File: src/rtl/pmix_pkg.sv
// Shared types for the phase-mixer code path: controller state encoding and the mixer code type.
package pmix_pkg;

    localparam int PMIX_CODE_W = 8;

    typedef logic [PMIX_CODE_W-1:0] pmix_code_t;

    typedef enum logic [1:0] {
        IDLE   = 2'd0,
        TRACK  = 2'd1,
        SETTLE = 2'd2
    } pmix_state_t;

endpackage

File: src/rtl/pmix_vote_acc.sv
// Signed saturating early/late vote accumulator; flags a step when the next value crosses +/-VOTE_TH.
module pmix_vote_acc #(
    parameter int VOTE_TH = 8
) (
    input  logic clk_in,
    input  logic rst_n,
    input  logic i_en,
    input  logic i_clr,
    input  logic i_up,
    input  logic i_dn,
    output logic o_step_up,
    output logic o_step_dn
);
    localparam int AW = $clog2(VOTE_TH) + 2;
    localparam int WW = AW + 1;

    localparam logic signed [WW-1:0] TH_POS  = WW'(VOTE_TH);
    localparam logic signed [WW-1:0] TH_NEG  = -TH_POS;
    localparam logic signed [WW-1:0] ACC_MAX = WW'((1 << (AW - 1)) - 1);
    localparam logic signed [WW-1:0] ACC_MIN = ~ACC_MAX;

    logic signed [AW-1:0] r_acc;
    logic signed [WW-1:0] w_delta;
    logic signed [WW-1:0] w_sum;
    logic signed [WW-1:0] w_sat;

    always_comb begin
        // NOTE: every combinational output gets a default first so no path can infer a latch.
        w_delta = '0;
        if (i_up && !i_dn) begin
            w_delta = WW'(1);
        end else if (i_dn && !i_up) begin
            w_delta = '1;
        end
        w_sum = $signed({r_acc[AW-1], r_acc}) + w_delta;
        w_sat = w_sum;
        if (w_sum > ACC_MAX) begin
            w_sat = ACC_MAX;
        end else if (w_sum < ACC_MIN) begin
            w_sat = ACC_MIN;
        end
    end

    assign o_step_up = i_en && (w_sat >= TH_POS);
    assign o_step_dn = i_en && (w_sat <= TH_NEG);

    // Held at zero whenever not tracking, and restarted after every step or load.
    always_ff @(posedge clk_in or negedge rst_n) begin
        if (!rst_n) begin
            r_acc <= '0;
        end else if (!i_en || i_clr || o_step_up || o_step_dn) begin
            r_acc <= '0;
        end else begin
            r_acc <= w_sat[AW-1:0];
        end
    end

endmodule

File: src/rtl/pmix_code_ctrl.sv
// Phase-code controller: vote-filtered stepping of the mixer code with settle window, code load and lock.
// Build option: define PMIX_CTRL_WRAP_EN for modulo-256 code wrap; by default the code saturates at 0/255.
module pmix_code_ctrl
    import pmix_pkg::*;
#(
    parameter int VOTE_TH    = 8,
    parameter int STEP       = 1,
    parameter int SETTLE_CYC = 4,
    parameter int LOCK_CNT   = 4
) (
    input  logic                   clk_in,
    input  logic                   rst_n,
    input  logic                   en,
    input  logic                   up,
    input  logic                   dn,
    input  logic                   ld_valid,
    input  logic [PMIX_CODE_W-1:0] ld_code,
    output logic                   ld_ready,
    output logic [PMIX_CODE_W-1:0] code,
    output logic                   code_upd,
    output logic                   lock
);
    localparam pmix_code_t STEP_C    = PMIX_CODE_W'(STEP);
    localparam pmix_code_t CODE_MAX  = '1;
    localparam logic [3:0] LOCK_C    = 4'(LOCK_CNT);
    localparam logic [7:0] SETTLE_LD = 8'(SETTLE_CYC - 1);

    pmix_state_t r_state;
    logic [7:0]  r_settle;
    pmix_code_t  r_code;
    logic        r_code_upd;
    logic        r_lock;
    logic        r_last_dir;
    logic [3:0]  r_alt_cnt;

    logic        w_ld_acc;
    logic        w_track_en;
    logic        w_step_up;
    logic        w_step_dn;
    logic        w_step_any;
    logic        w_blocked;
    logic        w_step_go;
    pmix_code_t  w_step_code;
    logic [3:0]  w_alt_nxt;

    assign w_ld_acc   = ld_valid && (r_state != SETTLE);
    assign w_track_en = en && (r_state == TRACK);

    pmix_vote_acc #(
        .VOTE_TH (VOTE_TH)
    ) u_vote_acc (
        .clk_in    (clk_in),
        .rst_n     (rst_n),
        .i_en      (w_track_en),
        .i_clr     (w_ld_acc),
        .i_up      (up),
        .i_dn      (dn),
        .o_step_up (w_step_up),
        .o_step_dn (w_step_dn)
    );

    assign w_step_any = w_step_up || w_step_dn;

    always_comb begin
        w_blocked   = 1'b0;
        w_step_code = r_code;
`ifdef PMIX_CTRL_WRAP_EN
        w_step_code = w_step_up ? (r_code + STEP_C) : (r_code - STEP_C);
`else
        // A step pinned at a rail is dropped but still consumes a settle window.
        if (w_step_up) begin
            w_blocked   = (r_code == CODE_MAX);
            w_step_code = (r_code > CODE_MAX - STEP_C) ? CODE_MAX : (r_code + STEP_C);
        end else begin
            w_blocked   = (r_code == '0);
            w_step_code = (r_code < STEP_C) ? '0 : (r_code - STEP_C);
        end
`endif
    end

    assign w_step_go = w_step_any && !w_ld_acc && !w_blocked;
    assign w_alt_nxt = (w_step_up != r_last_dir)
                     ? ((r_alt_cnt == LOCK_C) ? LOCK_C : (r_alt_cnt + 4'd1))
                     : 4'd0;

    // NOTE: all state here uses non-blocking assignments so every register sees pre-edge values.
    always_ff @(posedge clk_in or negedge rst_n) begin
        if (!rst_n) begin
            r_state    <= IDLE;
            r_settle   <= '0;
            r_code     <= '0;
            r_code_upd <= 1'b0;
            r_lock     <= 1'b0;
            r_last_dir <= 1'b0;
            r_alt_cnt  <= '0;
        end else begin
            r_code_upd <= 1'b0;
            if (w_ld_acc) begin
                r_code     <= ld_code;
                r_code_upd <= 1'b1;
                r_alt_cnt  <= '0;
                r_lock     <= 1'b0;
            end else if (w_step_go) begin
                r_code     <= w_step_code;
                r_code_upd <= 1'b1;
                r_last_dir <= w_step_up;
                r_alt_cnt  <= w_alt_nxt;
                r_lock     <= (w_alt_nxt == LOCK_C);
            end

            if (!en) begin
                r_state  <= IDLE;
                r_settle <= '0;
            end else begin
                case (r_state)
                    IDLE: begin
                        if (!w_ld_acc) r_state <= TRACK;
                    end
                    TRACK: begin
                        if (w_ld_acc || w_step_any) begin
                            r_state  <= SETTLE;
                            r_settle <= SETTLE_LD;
                        end
                    end
                    SETTLE: begin
                        if (r_settle == '0) r_state  <= TRACK;
                        else                r_settle <= r_settle - 8'd1;
                    end
                    default: r_state <= IDLE;
                endcase
            end
        end
    end

    assign ld_ready = (r_state != SETTLE);
    assign code     = r_code;
    assign code_upd = r_code_upd;
    assign lock     = r_lock;

endmodule

File: config.mk
export PLATFORM = sky130hd
export DESIGN_NAME = pmix_code_ctrl
export DESIGN_NICKNAME = d
export VERILOG_FILES = /design/src/rtl/pmix_pkg.sv /design/src/rtl/pmix_vote_acc.sv /design/src/rtl/pmix_code_ctrl.sv
export SDC_FILE = /design/constraint.sdc
export NUM_CORES = 1
export LEC_CHECK = 0
export CORE_UTILIZATION = 48
export CTS_BUF_LIST = sky130_fd_sc_hd__clkbuf_2
export CTS_CLUSTER_SIZE = 12
export DETAILED_ROUTE_END_ITERATION = 16
export PLACE_DENSITY_LB_ADDON = 0.15
export SLEW_MARGIN = 15
export SYNTH_ARGS = -nofsm -noshare
export SYNTH_HDL_FRONTEND = slang
export SYNTH_SLANG_ARGS = --single-unit
File: constraint.sdc
create_clock -name clk_in -period 8.05 [get_ports clk_in]
set_clock_uncertainty 0.15 [all_clocks]
set_input_delay 2.0125 -clock clk_in [delete_from_list [all_inputs] [get_ports clk_in]]
set_output_delay 2.0125 -clock clk_in [all_outputs]
set_load 0.03 [all_outputs]
# Yosys cells after proc, flatten, opt, wreduce, memory -nomap -nowiden
# Index checks and enable logic that the tools add are counted.
dict set report op_classes {
  add_sub_neg 5
  magnitude_cmp 6
  n_eq_ne 12
  n_mux 28
  n_bitwise 1
  reduce_logical 25
}
# operator n
set ops {}
lappend ops {{8-bit 2-to-1 mux} 8}
lappend ops {{6-bit 2-to-1 mux} 4}
lappend ops {{8-bit logical NOT} 2}
lappend ops {{4-bit 2-to-1 mux} 4}
lappend ops {{8-bit one-hot mux with 2 select lines} 1}
lappend ops {{8-bit by 1-bit subtractor with 8-bit output, second input constant} 2}
lappend ops {{3-bit != test, second input constant} 3}
lappend ops {{8-bit by 1-bit adder with 8-bit output, second input constant} 1}
lappend ops {{4-bit by 3-bit equality test with 1-bit output, second input constant} 2}
lappend ops {{8-bit equality test, second input constant} 1}
lappend ops {{8-bit greater-than comparator, second input constant} 1}
lappend ops {{1-bit logical AND} 8}
lappend ops {{8-bit by 1-bit < comparator with 1-bit output, second input constant} 1}
lappend ops {{2-bit 2-to-1 mux} 4}
lappend ops {{5-bit by 6-bit adder with 6-bit output} 1}
lappend ops {{6-bit by 5-bit greater-or-equal comparator with 1-bit output, second input constant} 1}
lappend ops {{6-bit by 5-bit greater-than comparator with 1-bit output, second input constant} 1}
lappend ops {{6-bit by 4-bit <= comparator with 1-bit output, second input constant} 1}
lappend ops {{6-bit by 5-bit < comparator with 1-bit output, second input constant} 1}
lappend ops {{2-bit one-hot mux with 3 select lines} 1}
lappend ops {{3-bit AND reduction} 2}
lappend ops {{1-bit logical NOT} 5}
lappend ops {{1-bit logical OR} 5}
lappend ops {{1-bit 2-to-1 mux} 5}
lappend ops {{other kinds (12)} 12}
dict set report word_totals {
  register_bits 30
  out_inout_bits 11
}

# Longest topological paths before layout
# Gate-level depths: netlist of the first run.
dict set report depth {
  word_depth 15
  depth_mapped 16
  mapped_depth_nobuf 13
}

# Modules after synthesis
# A second synthesis of the first run with hierarchy kept.
dict set report hier_totals {
  cells_unflattened 270
  area_unflattened_um2 2339.7
}
# mod instances cells_each area_each_um2 seq_area_each_um2
set modules_own_cells {}
lappend modules_own_cells {pmix_code_ctrl 1 215 1853.0 625.6}
lappend modules_own_cells {pmix_vote_acc 1 55 486.7 125.1}

# Worst setup path after synthesis of the first run
# OpenSTA, ideal clock, no wires.
dict set report synth_path {
  path_type {input port to flip-flop}
  startpoint {in up}
  endpoint {reg r_code[6], in the netlist code[6]}
  t_arrival_ns 4.967
  required_time_ns 7.818
  slack_ns 2.852
  path_stages 15
  n_path_buf 2
  path_cell_list {inv_1 ha_1 buf_6 xnor2_1 inv_1 ha_1 a21oi_1 nor3_1 or4_4 and3_1 buf_6 nor3_2 mux2_2 mux2_2 a31oi_1}
}
dict set report synth_via {
  elab_chain_len 14
}
# item line
set synth_lines {}
lappend synth_lines {{start, declared} pmix_code_ctrl.sv:14} ;# input logic up,
lappend synth_lines {{1-bit logical NOT} pmix_vote_acc.sv:32} ;# end else if (i_dn && !i_up) begin
lappend synth_lines {{1-bit logical AND} pmix_vote_acc.sv:32}
lappend synth_lines {{6-bit 2-to-1 mux} pmix_vote_acc.sv:32}
lappend synth_lines {{6-bit 2-to-1 mux (*)} pmix_vote_acc.sv:30} ;# if (i_up && !i_dn) begin
lappend synth_lines {{5-bit by 6-bit adder with 6-bit output (*)} pmix_vote_acc.sv:35} ;# w_sum = $signed({r_acc[AW-1], r_acc}) + w_delta;
lappend synth_lines {{6-bit by 5-bit < comparator with 1-bit output} pmix_vote_acc.sv:39} ;# end else if (w_sum < ACC_MIN) begin
lappend synth_lines {{6-bit 2-to-1 mux} pmix_vote_acc.sv:39}
lappend synth_lines {{6-bit 2-to-1 mux (*)} pmix_vote_acc.sv:37} ;# if (w_sum > ACC_MAX) begin
lappend synth_lines {{6-bit by 5-bit greater-or-equal comparator with 1-bit output or 6-bit by 4-bit <= comparator with 1-bit output (tied branches)} {pmix_vote_acc.sv:44, pmix_vote_acc.sv:45}}
lappend synth_lines {{1-bit logical AND (on tied branches)} {pmix_vote_acc.sv:44, pmix_vote_acc.sv:45}}
lappend synth_lines {{1-bit 2-to-1 mux or 1-bit logical OR (tied branches)} {pmix_code_ctrl.sv:71, pmix_code_ctrl.sv:62}}
lappend synth_lines {{1-bit logical NOT or 1-bit logical AND (tied branches)} pmix_code_ctrl.sv:81} ;# assign w_step_go = w_step_any && !w_ld_acc && !w_blocked;
lappend synth_lines {{1-bit logical AND} pmix_code_ctrl.sv:81}
lappend synth_lines {{2-bit nonzero test (no line)} --}
lappend synth_lines {{end signal, assigned} pmix_code_ctrl.sv:99} ;# r_code <= ld_code;
lappend synth_lines {{end signal, assigned} pmix_code_ctrl.sv:104} ;# r_code <= w_step_code;
lappend synth_lines {{end, declared} pmix_code_ctrl.sv:30} ;# pmix_code_t r_code;
# Every way passes the cells marked *; elsewhere a longest branch is shown, timed or not. The select of a mux whose other input is x is not followed.
# A chain may end at the register's enable or synchronous reset.

# Final worst setup path of the first run
# Same ends and word-level chain as after synthesis.

==> results by group, run 1 <==
Critical path
  – Crit-path max cell delay: 870 ps
  – WP data arrival: 6080 ps
  – Slowest-stage cell, CP: nor3_2
  – Largest delay share family, worst path: simple AND/OR/NAND/NOR gates
  – Crit. End Element: register
  – Worst setup SP type: primary input
  – Buf+Inv Stages, Crit Path: 3
  – Crit-path cells: clkdlybuf4s50_1 -> inv_1 -> ha_1 -> xnor2_1 -> inv_1 -> ha_1 -> a21oi_1 -> nor3_1 -> or4_4 -> and3_1 -> nor3_2 -> mux2_2 -> mux2_2 -> a31oi_1
  – Max Fanout on Critical Path: 16
  – Critical path class: primary input to register
  – CP required: 8210 ps

STA
  – Slew Limit Fails: 0
  – Post-route setup slack: 2128 ps
  – Top achievable clock speed: 168.9 MHz
  – Final setup TNS: 0 ps
  – Worst Tran Pin Value: 1077 ps
  – Final Hold Fails: 0
  – Tmin final: 5922 ps
  – Number of setup violations in the final report: 0
  – Final period util: 73.57%
  – Slew margin rel.: 27.83%
  – Unrepaired setup endpoints after global routing: false
  – Min Hold Slack: 354.4 ps

Placed design
  – Final GP Congestion: 0.8660
  – DP Worst Slack: 1768 ps
  – Buffers added on ports: 24
  – HPWL reported at the end of detailed placement: 3.817 mm

Die
  – Num rows: 24
  – I/O Pins: 25
  – Die area: 5134 um^2
  – Core box area: 4504 um^2
  – Die W: 71.65 um
  – Die height: 71.65 um
  – Initial Utilization: 51.69%

Pwr
  – Sw power: 168.4 uW
  – Sw Share: 34.93%
  – Logic gate share of total power: 31.5%
  – Reg power frac: 39.2%
  – Clk network pwr share: 29.3%
  – Peak supply drop: 107.2 uV
  – Pint: 313.8 uW
  – Leak: 0.001078 uW
  – Pwr dens: 181.4 nW/um^2

Clocking
  – Root Buffer: clkbuf_2
  – H-tree depth: 2
  – Clk slew on worst S/H paths: 210 ps
  – CTS tree: built
  – CTS Sinks: 30
  – Post-CTS Resized: 0
  – CTS Buf Count: 5
  – Post-CTS Setup Bufs: 0
  – Clock insertion delay at the later pin of the skew report: 400 ps
  – Hold Buf Count CTS: 0
  – Clock buffer depth: 2

Global routing
  – Total GRT Usage: 22.82%
  – Initial antenna violation count: 0
  – First-pass GRT wire length: 9.246 mm
  – Largest net degree at the start of global routing: 31
  – Overflow after GRT: 0
  – Vias in the first global route: 1962

Layout
  – Multi-input gate area: 1446 um^2
  – Commonest non-fill, non-tap cell in the layout: dfrtp_1
  – Fraction of layout cells with a size suffix above 1: 7.095%
  – Area grow syn2layout: 14.19%
  – Sequential cell area: 750.7 um^2
  – Fill count: 412
  – Commonest cells after routing, fill and taps aside: dfrtp_1 (30), nor2_1 (26), clkdlybuf4s50_1 (24), nand2_1 (23), o21ai_0 (20)
  – Inserted Diodes: 0
  – Final nets: 322

Yosys
  – Number of synthesized flops with an enable pin: 0
  – Yosys warns: 0
  – Cell taking the most area after synthesis: dfrtp_1
  – Post-Syn Nets: 301
  – Post-synthesis cell area: 2328 um^2
  – Synth cell types: 58
  – Share of the synthesized area in the top cell type: 32.24%
  – Cells after Synth: 274
  – Post-synthesis sequential area ratio: 32.24%
  – FF+latch count, synth: 30
  – Syn Area/Cell: 8.498 um^2
  – Synth top area cells: dfrtp_1 (32%), ha_1 (7.0%), o21ai_0 (4.3%), nor2_1 (4.2%), a21oi_1 (4.1%)
  – Primary FF master, synth: dfrtp_1
  – Async S/R FF share, synth: 100.0%

Drt
  – Violation count after the first detailed-route iteration: 161
  – Vias: 2095
  – Routed len/inst: 15.51 um
  – Vias per cell: 6.020
  – Routed Antenna Nets: 0
  – Detailed Route WL: 5.396 mm
  – Drt pass-1 iters: 4
  – DRC errors left: 0

Flow run
  – MaxCap Viol Count: 0

Worst hold path
  – Worst hold-check path type: register to register

Status
  – Outcome: finished, final reports clean
[power groups by stage]
stage / logic [uW] / registers (uW) / clock network [uW]
floorplan: 98.3 / 197 / 0
global placement: 150 / 192 / 0
CTS: 152 / 189 / 143
global route: 168 / 193 / 149
detailed placement: 151 / 192 / 0
finish: 152 / 189 / 141
[routing by layer]
metal	GRT usage, %	up-vias	wire, um
li1	-	1049	-
met1	31.71	989	2629
met2	35.74	53	2477
met3	4.360	4	238
met4	7.625	0	51
met5	0	-	0
[cell families (layout without fill, tap and decap cells)]
logic type | count (synthesis) | after routing | share of synthesized area [%]
buffers and inverters | 26 | 48 | 5.642
AND/OR/NAND/NOR | 102 | 102 | 22.51
flip-flops | 30 | 30 | 32.24
multiplexers | 8 | 8 | 3.654
XOR/XNOR | 7 | 7 | 3.439
AO/OA/AOI/OAI | 87 | 87 | 25.10
adder cells (fa/ha/maj) | 14 | 14 | 7.416
[area by class of cell]
class / instances / share of cell area [%]
clock buffers: 5 / 0.9412
clock inverters: 3 / 2.400
inverters: 14 / 1.976
multi-input cells: 218 / 54.40
flip-flops and latches: 30 / 28.24
well taps: 52 / 2.447
repair buffers: 26 / 9.600
[worst register-to-register path, cell delays in order, from the launching register on]
cell and delay [ps]:
dfrtp_1 480, xnor2_1 310, inv_1 80, ha_1 200
a21oi_1 200, nor3_1 100, or4_4 450, and3_1 250
nor3_2 870, mux2_2 410, mux2_2 250, a31oi_1 150
[flip-flops by register name, summed over array words and instances, names as in the netlist]
register          flops
lock                  1
code                  8
u_vote_acc.r_acc      5
code_upd              1
r_last_dir            1
r_settle              8
r_state               2
r_alt_cnt             4
[metrics by stage]
stage               std cells  util (%)  area [um^2]  total power, uW
floorplan                 274         -         2328            295.1
detailed placement        340     57.06         2570            342.6
global placement          340     57.06         2570            341.6
CTS                       348     59.03         2659            484.5
global route              348     59.03         2659            509.7
finish                    348     59.03         2659            482.2
[cells in the mapped netlist, drive strengths merged (3+ instances only)]
library cell / number
clkbuf: 5
nand3b: 4
buf: 7
nand4: 3
nand2: 23
and3: 4
nor3: 6
nor2: 26
nand2b: 3
and2: 3
o221ai: 3
a31oi: 6
mux2: 4
nor2b: 4
o21a: 3
dfrtp: 30
or3: 8
a211oi: 4
o21ai: 23
xnor2: 6
o31ai: 6
a21oi: 19
mux2i: 4
nand3: 11
ha: 13
inv: 14
[path summary, 6_finish.rpt]
kind                                               start                             to  slack (ps)  cells after the start
max                                                   up            code[6]$_DFFE_PN0P_        2130                     14
min                              r_settle[7]$_DFFE_PN0P_        r_settle[7]$_DFFE_PN0P_         350                      1
max reg2reg                u_vote_acc.r_acc[1]$_DFF_PN0_            code[6]$_DFFE_PN0P_        4120                     11
min reg2reg                      r_settle[7]$_DFFE_PN0P_        r_settle[7]$_DFFE_PN0P_         350                      1
max in group asynchronous                          rst_n  u_vote_acc.r_acc[4]$_DFF_PN0_        5590                      2
min in group asynchronous                          rst_n         r_state[0]$_DFFE_PN0P_        1820                      2
No activity file was read; power rests on OpenSTA's default activity.
==> run 2, diff against run 1 <==
==> constraint.sdc (replaced) <==
create_clock -name clk_in -period 6.13 [get_ports clk_in]
set_clock_uncertainty 0.15 [all_clocks]
set_input_delay 1.5325 -clock clk_in [delete_from_list [all_inputs] [get_ports clk_in]]
set_output_delay 1.5325 -clock clk_in [all_outputs]
set_load 0.03 [all_outputs]
==> run 2 against run 1 <==
  * Sequential share of layout area rose by 0.093 points
  * Register-to-register slack got worse by 1500 ps
  * Flip-flop and latch count stayed put
  * Sequential power up 32%
  * Non-clock buffer count increased by 2
  * Worst setup slack worse by 1000 ps
  * Routed wire length is 0.74% lower
  * Clock-buffer cell count unchanged
  * First-iteration DRC count up 8.1%
  * Final cell count increased by 0.57%
  * Via count is 1.7% higher
  * Core utilization down 0.19 points
  * Critical path type unchanged
  * Largest power group unchanged
==> results by group, run 2 (same netlist as run 1, synthesis figures left out) <==
Status
  – Outcome: finished, final reports clean

STA
  – Final setup TNS: 0 ps
  – Tmin final: 5013 ps
  – Unrepaired setup endpoints after global routing: false
  – Number of setup violations in the final report: 0
  – Slew margin rel.: 53.65%
  – Final period util: 81.78%
  – Final Hold Fails: 0
  – Top achievable clock speed: 199.5 MHz
  – Slew Limit Fails: 0
  – Worst Tran Pin Value: 689.5 ps
  – Min Hold Slack: 348.2 ps

Global routing
  – Largest net degree at the start of global routing: 31
  – First-pass GRT wire length: 9.308 mm
  – Vias in the first global route: 1952
  – Overflow after GRT: 0
  – Total GRT Usage: 22.59%
  – Initial antenna violation count: 0

Clocking
  – Clk slew on worst S/H paths: 190 ps
  – CTS tree: built
  – Hold Buf Count CTS: 0
  – Clock insertion delay at the later pin of the skew report: 380 ps
  – H-tree depth: 2
  – Clock buffer depth: 2
  – CTS Buf Count: 5
  – Root Buffer: clkbuf_2
  – Post-CTS Resized: 0
  – Post-CTS Setup Bufs: 0
  – CTS Sinks: 30

Drt
  – Routed len/inst: 15.30 um
  – Detailed Route WL: 5.356 mm
  – Drt pass-1 iters: 4
  – DRC errors left: 0
  – Violation count after the first detailed-route iteration: 174
  – Vias: 2131
  – Routed Antenna Nets: 0
  – Vias per cell: 6.089

Die
  – I/O Pins: 25
  – Die area: 5134 um^2
  – Initial Utilization: 51.69%
  – Core box area: 4504 um^2
  – Num rows: 24
  – Die W: 71.65 um
  – Die height: 71.65 um

Critical path
  – Crit-path cells: clkdlybuf4s50_1 -> inv_1 -> ha_1 -> xnor2_1 -> inv_1 -> ha_1 -> a21oi_1 -> nor3_1 -> or4_4 -> and3_1 -> nor3_2 -> buf_4 -> mux2i_1 -> a31oi_1 -> a22o_1
  – Start of the worst register-to-register path: u_vote_acc.r_acc[1]$_DFF_PN0_
  – Internal reg-to-reg setup slack: 2640 ps
  – Buf+Inv Stages, Crit Path: 4
  – Crit. End Element: register
  – Max Fanout on Critical Path: 10
  – FF-to-FF path depth: 12
  – Critical path class: primary input to register
  – Largest delay share family, worst path: simple AND/OR/NAND/NOR gates
  – Slowest-stage cell, CP: nor3_2
  – WP data arrival: 5150 ps
  – CP required: 6270 ps
  – Worst setup SP type: primary input
  – Crit-path max cell delay: 480 ps
  – Worst flop-to-flop path endpoint: code[2]$_DFFE_PN0P_

Layout
  – Final nets: 324
  – Fill count: 399
  – Fin util: 58.83%
  – Final Instance Area: 2650 um^2
  – Area grow syn2layout: 13.81%
  – Final Non-Filler Cells: 350
  – Fraction of layout cells with a size suffix above 1: 8.054%
  – Commonest cells after routing, fill and taps aside: dfrtp_1 (30), nor2_1 (26), clkdlybuf4s50_1 (24), nand2_1 (23), o21ai_0 (20)
  – Inserted Diodes: 0
  – Commonest non-fill, non-tap cell in the layout: dfrtp_1

Placed design
  – HPWL reported at the end of detailed placement: 3.843 mm
  – DP Cell Count: 342
  – Area after DPL: 2585 um^2
  – Final GP Congestion: 0.8522
  – Buffers added on ports: 24

Pwr
  – Sw Share: 37.20%
  – Clk network pwr share: 24.2%
  – Pwr dens: 223.1 nW/um^2
  – Logic gate share of total power: 33.7%
  – Peak supply drop: 117.8 uV
  – Sw power: 219.9 uW
  – Reg power frac: 42.1%
  – Pint: 371.3 uW
  – Leak: 0.001081 uW

Worst hold path
  – Hold Crit Depth: 1
  – Worst Hold End: r_settle[6]$_DFFE_PN0P_
  – Worst hold path startpoint: r_settle[6]$_DFFE_PN0P_
  – Worst hold-check path type: register to register

Flow run
  – MaxCap Viol Count: 0
[run 2: how the worst max path moves through the flow]
stage                     from             endpoint  slack [ps]  cells past startpoint
final                       up  code[2]$_DFFE_PN0P_        1120                     15
after global routing        up  code[2]$_DFFE_PN0P_         850                     15
after CTS                   up  code[2]$_DFFE_PN0P_        1140                     15
after detailed placement    up  code[2]$_DFFE_PN0P_         710                     15
after global placement      up  code[2]$_DFFE_PN0P_         820                     15
after floorplan             up  code[6]$_DFFE_PN0P_        1410                     15
[run 2: power by group through the flow]
stage	sequential, uW	combinational [uW]	clock [uW]
floorplan	258	129	0
global placement	252	198	0
detailed placement	252	199	0
CTS	248	200	147
global route	252	221	153
finish	249	199	143
[run 2: per-stage QoR]
step | setup WS (ps) | total power [uW]
after floorplan | 1412 | 387.6
after global placement | 819.5 | 449.8
after detailed placement | 710.9 | 450.5
after CTS | 1141 | 595.1
after global routing | 845.3 | 626.2
final | 1117 | 591.2
[run 2: final cells by class]
cell class	count	area [um^2]	area share, %
multi-input combinational	218	1446	54.58
sequential	30	750.7	28.33
timing repair buffer	28	270.3	10.20
tap	52	65.06	2.455
inverter	14	52.55	1.983
clock inverter	3	40.04	1.511
clock buffer	5	25.02	0.9443
[run 2: metal layers]
layer / GRT usage [%] / share of wire (%) / up-vias
li1: - / - / 1062
met1: 31.89 / 48 / 1004
met2: 35.22 / 46 / 58
met3: 4.501 / 4.6 / 7
met4: 6.318 / 1.1 / 0
met5: 0 / 0 / -
==> run 3, diff against run 2 <==
==> constraint.sdc (replaced) <==
create_clock -name clk_in -period 4.15 [get_ports clk_in]
set_clock_uncertainty 0.15 [all_clocks]
set_input_delay 1.0375 -clock clk_in [delete_from_list [all_inputs] [get_ports clk_in]]
set_output_delay 1.0375 -clock clk_in [all_outputs]
set_load 0.03 [all_outputs]
==> run 3 against run 2 <==
  * Core utilization grew 5.2 points
  * Flip-flop and latch count is the same
  * Largest power group unchanged
  * Non-clock buffer count grew 24
  * Global-route usage is essentially flat
  * Clock power grew 3%
  * Clock-buffer cell count is the same
  * Combinational power grew 62%
  * Highest routed layer unchanged
  * Via count grew 5.7%
  * Sequential power grew 47%
  * First-iteration DRC count shrank 37%
  * Routed wire length grew 7.2%
==> results by group, run 3 (same netlist as run 1, synthesis figures left out) <==
Clocking
  – Clock insertion delay at the later pin of the skew report: 380 ps
  – H-tree depth: 2
  – CTS tree: built
  – Clock buffer depth: 2
  – Root Buffer: clkbuf_2
  – Hold Buf Count CTS: 0
  – Clk slew on worst S/H paths: 180 ps
  – CTS Sinks: 30
  – CTS Buf Count: 5

Critical path
  – Worst setup SP type: primary input
  – FF-to-FF path depth: 12
  – Crit-path cells: clkdlybuf4s50_1 -> inv_1 -> ha_1 -> inv_1 -> ha_4 -> ha_4 -> a211o_1 -> a21oi_2 -> or4_4 -> and3_4 -> or3_4 -> buf_4 -> nor3_1 -> o21ai_0 -> a31oi_1
  – WP data arrival: 4230 ps
  – CP Depth: 15
  – Crit. End Element: register
  – Slowest-stage cell, CP: or4_4
  – Crit-path max cell delay: 560 ps
  – Max Fanout on Critical Path: 3
  – CP required: 4320 ps
  – Critical path class: primary input to register
  – Largest delay share family, worst path: simple AND/OR/NAND/NOR gates
  – Buf+Inv Stages, Crit Path: 4

Drt
  – Routed Antenna Nets: 0
  – Vias: 2253
  – Vias per cell: 6.040
  – Routed len/inst: 15.39 um
  – DRC errors left: 0
  – Violation count after the first detailed-route iteration: 110
  – Detailed Route WL: 5.740 mm
  – Drt pass-1 iters: 4

Layout
  – Area grow syn2layout: 23.91%
  – Final Non-Filler Cells: 373
  – Fraction of layout cells with a size suffix above 1: 18.38%
  – Inserted Diodes: 0
  – Commonest non-fill, non-tap cell in the layout: dfrtp_1
  – Commonest cells after routing, fill and taps aside: dfrtp_1 (30), buf_4 (27), nor2_1 (25), clkdlybuf4s50_1 (24), nand2_1 (23)
  – Final nets: 348

Die
  – Die area: 5134 um^2
  – Core box area: 4504 um^2
  – Num rows: 24
  – Die height: 71.65 um
  – Die W: 71.65 um
  – Initial Utilization: 51.69%
  – I/O Pins: 25

Pwr
  – Pwr dens: 289.6 nW/um^2
  – Leak: 0.001192 uW
  – Peak supply drop: 195.9 uV

Placed design
  – Final GP Congestion: 0.8061
  – DP Cell Count: 362
  – Buffers added on ports: 24
  – HPWL reported at the end of detailed placement: 3.943 mm

Global routing
  – Vias in the first global route: 2082
  – Largest net degree at the start of global routing: 31
  – Initial antenna violation count: 0
  – First-pass GRT wire length: 9.156 mm
  – Overflow after GRT: 0
  – Total GRT Usage: 22.57%

STA
  – Final setup TNS: 0 ps
  – Slew margin rel.: 51.09%
  – Final Hold Fails: 0
  – Worst Tran Pin Value: 727.6 ps
  – Number of setup violations in the final report: 0
  – Top achievable clock speed: 246.1 MHz
  – Final period util: 97.92%
  – Tmin final: 4063 ps
  – Slew Limit Fails: 0

Flow run
  – MaxCap Viol Count: 0

Worst hold path
  – Hold Crit Depth: 1
  – Worst hold-check path type: register to register

Status
  – Outcome: finished, final reports clean
==> run 3: cell count changes in the layout (fill, tap and decap cells not counted), sizes merged <==
cell    change
bufinv      -1
buf        +24
==> run 3: what timing repair did <==
item	CTS	global route
gates resized for setup	0	17
endpoints found under the setup margin	0	27
setup buffers	0	4
==> run 3: power by group <==
| part | switching (uW) | total, uW | internal, uW |
|---|---|---|---|
| registers | 48.6 | 367 | 319 |
| logic | 172 | 322 | 149 |
| clock network | 110 | 147 | 36.5 |
==> run 3: cell type report <==
cell class | count | area (um^2)
fillers | 412 | 1619
multi-input cells | 218 | 1528
flip-flops and latches | 30 | 750.7
repair buffers | 52 | 454.2
well taps | 52 | 65.06
inverters | 14 | 52.55
clock buffers | 5 | 25.02
clock inverters | 2 | 10.01
==> run 3: path summary, 6_finish.rpt <==
path                                                     from                 endpoint  slack, ps
worst min-delay path                  r_settle[7]$_DFFE_PN0P_  r_settle[7]$_DFFE_PN0P_        340
min in group asynchronous                               rst_n      code[1]$_DFFE_PN0P_        880
max in group asynchronous                               rst_n   r_last_dir$_DFFE_PN0P_       2660
worst min register to register        r_settle[7]$_DFFE_PN0P_  r_settle[7]$_DFFE_PN0P_        340
worst max register to register  u_vote_acc.r_acc[1]$_DFF_PN0_      code[5]$_DFFE_PN0P_        960
worst max-delay path                                       up      code[5]$_DFFE_PN0P_         90
==> run 3: metal layers <==
metal | part of all wire [%] | routed length (um) | up-vias | global-route usage, %
met2 | 47 | 2725 | 52 | 37.53
li1 | - | - | 1112 | -
met3 | 3.8 | 217 | 7 | 3.235
met4 | 1.3 | 73 | 0 | 9.586
met5 | 0 | 0 | - | 0
met1 | 47 | 2724 | 1082 | 29.40
==> run 3: per-stage QoR <==
stage	util, %	hold slack, ps	power [uW]	worst slack (ps)	cell area [um^2]
finish	64.06	340.6	835.7	86.52	2885
global route	64.06	369.1	885.8	-20.84	2885
CTS	61.64	346.2	826.1	43.12	2776
detailed placement	60.86	324.6	678.8	-338.3	2741
global placement	60.86	312.8	675.8	-308.3	2741
floorplan	-	295.6	573.5	34.10	2335
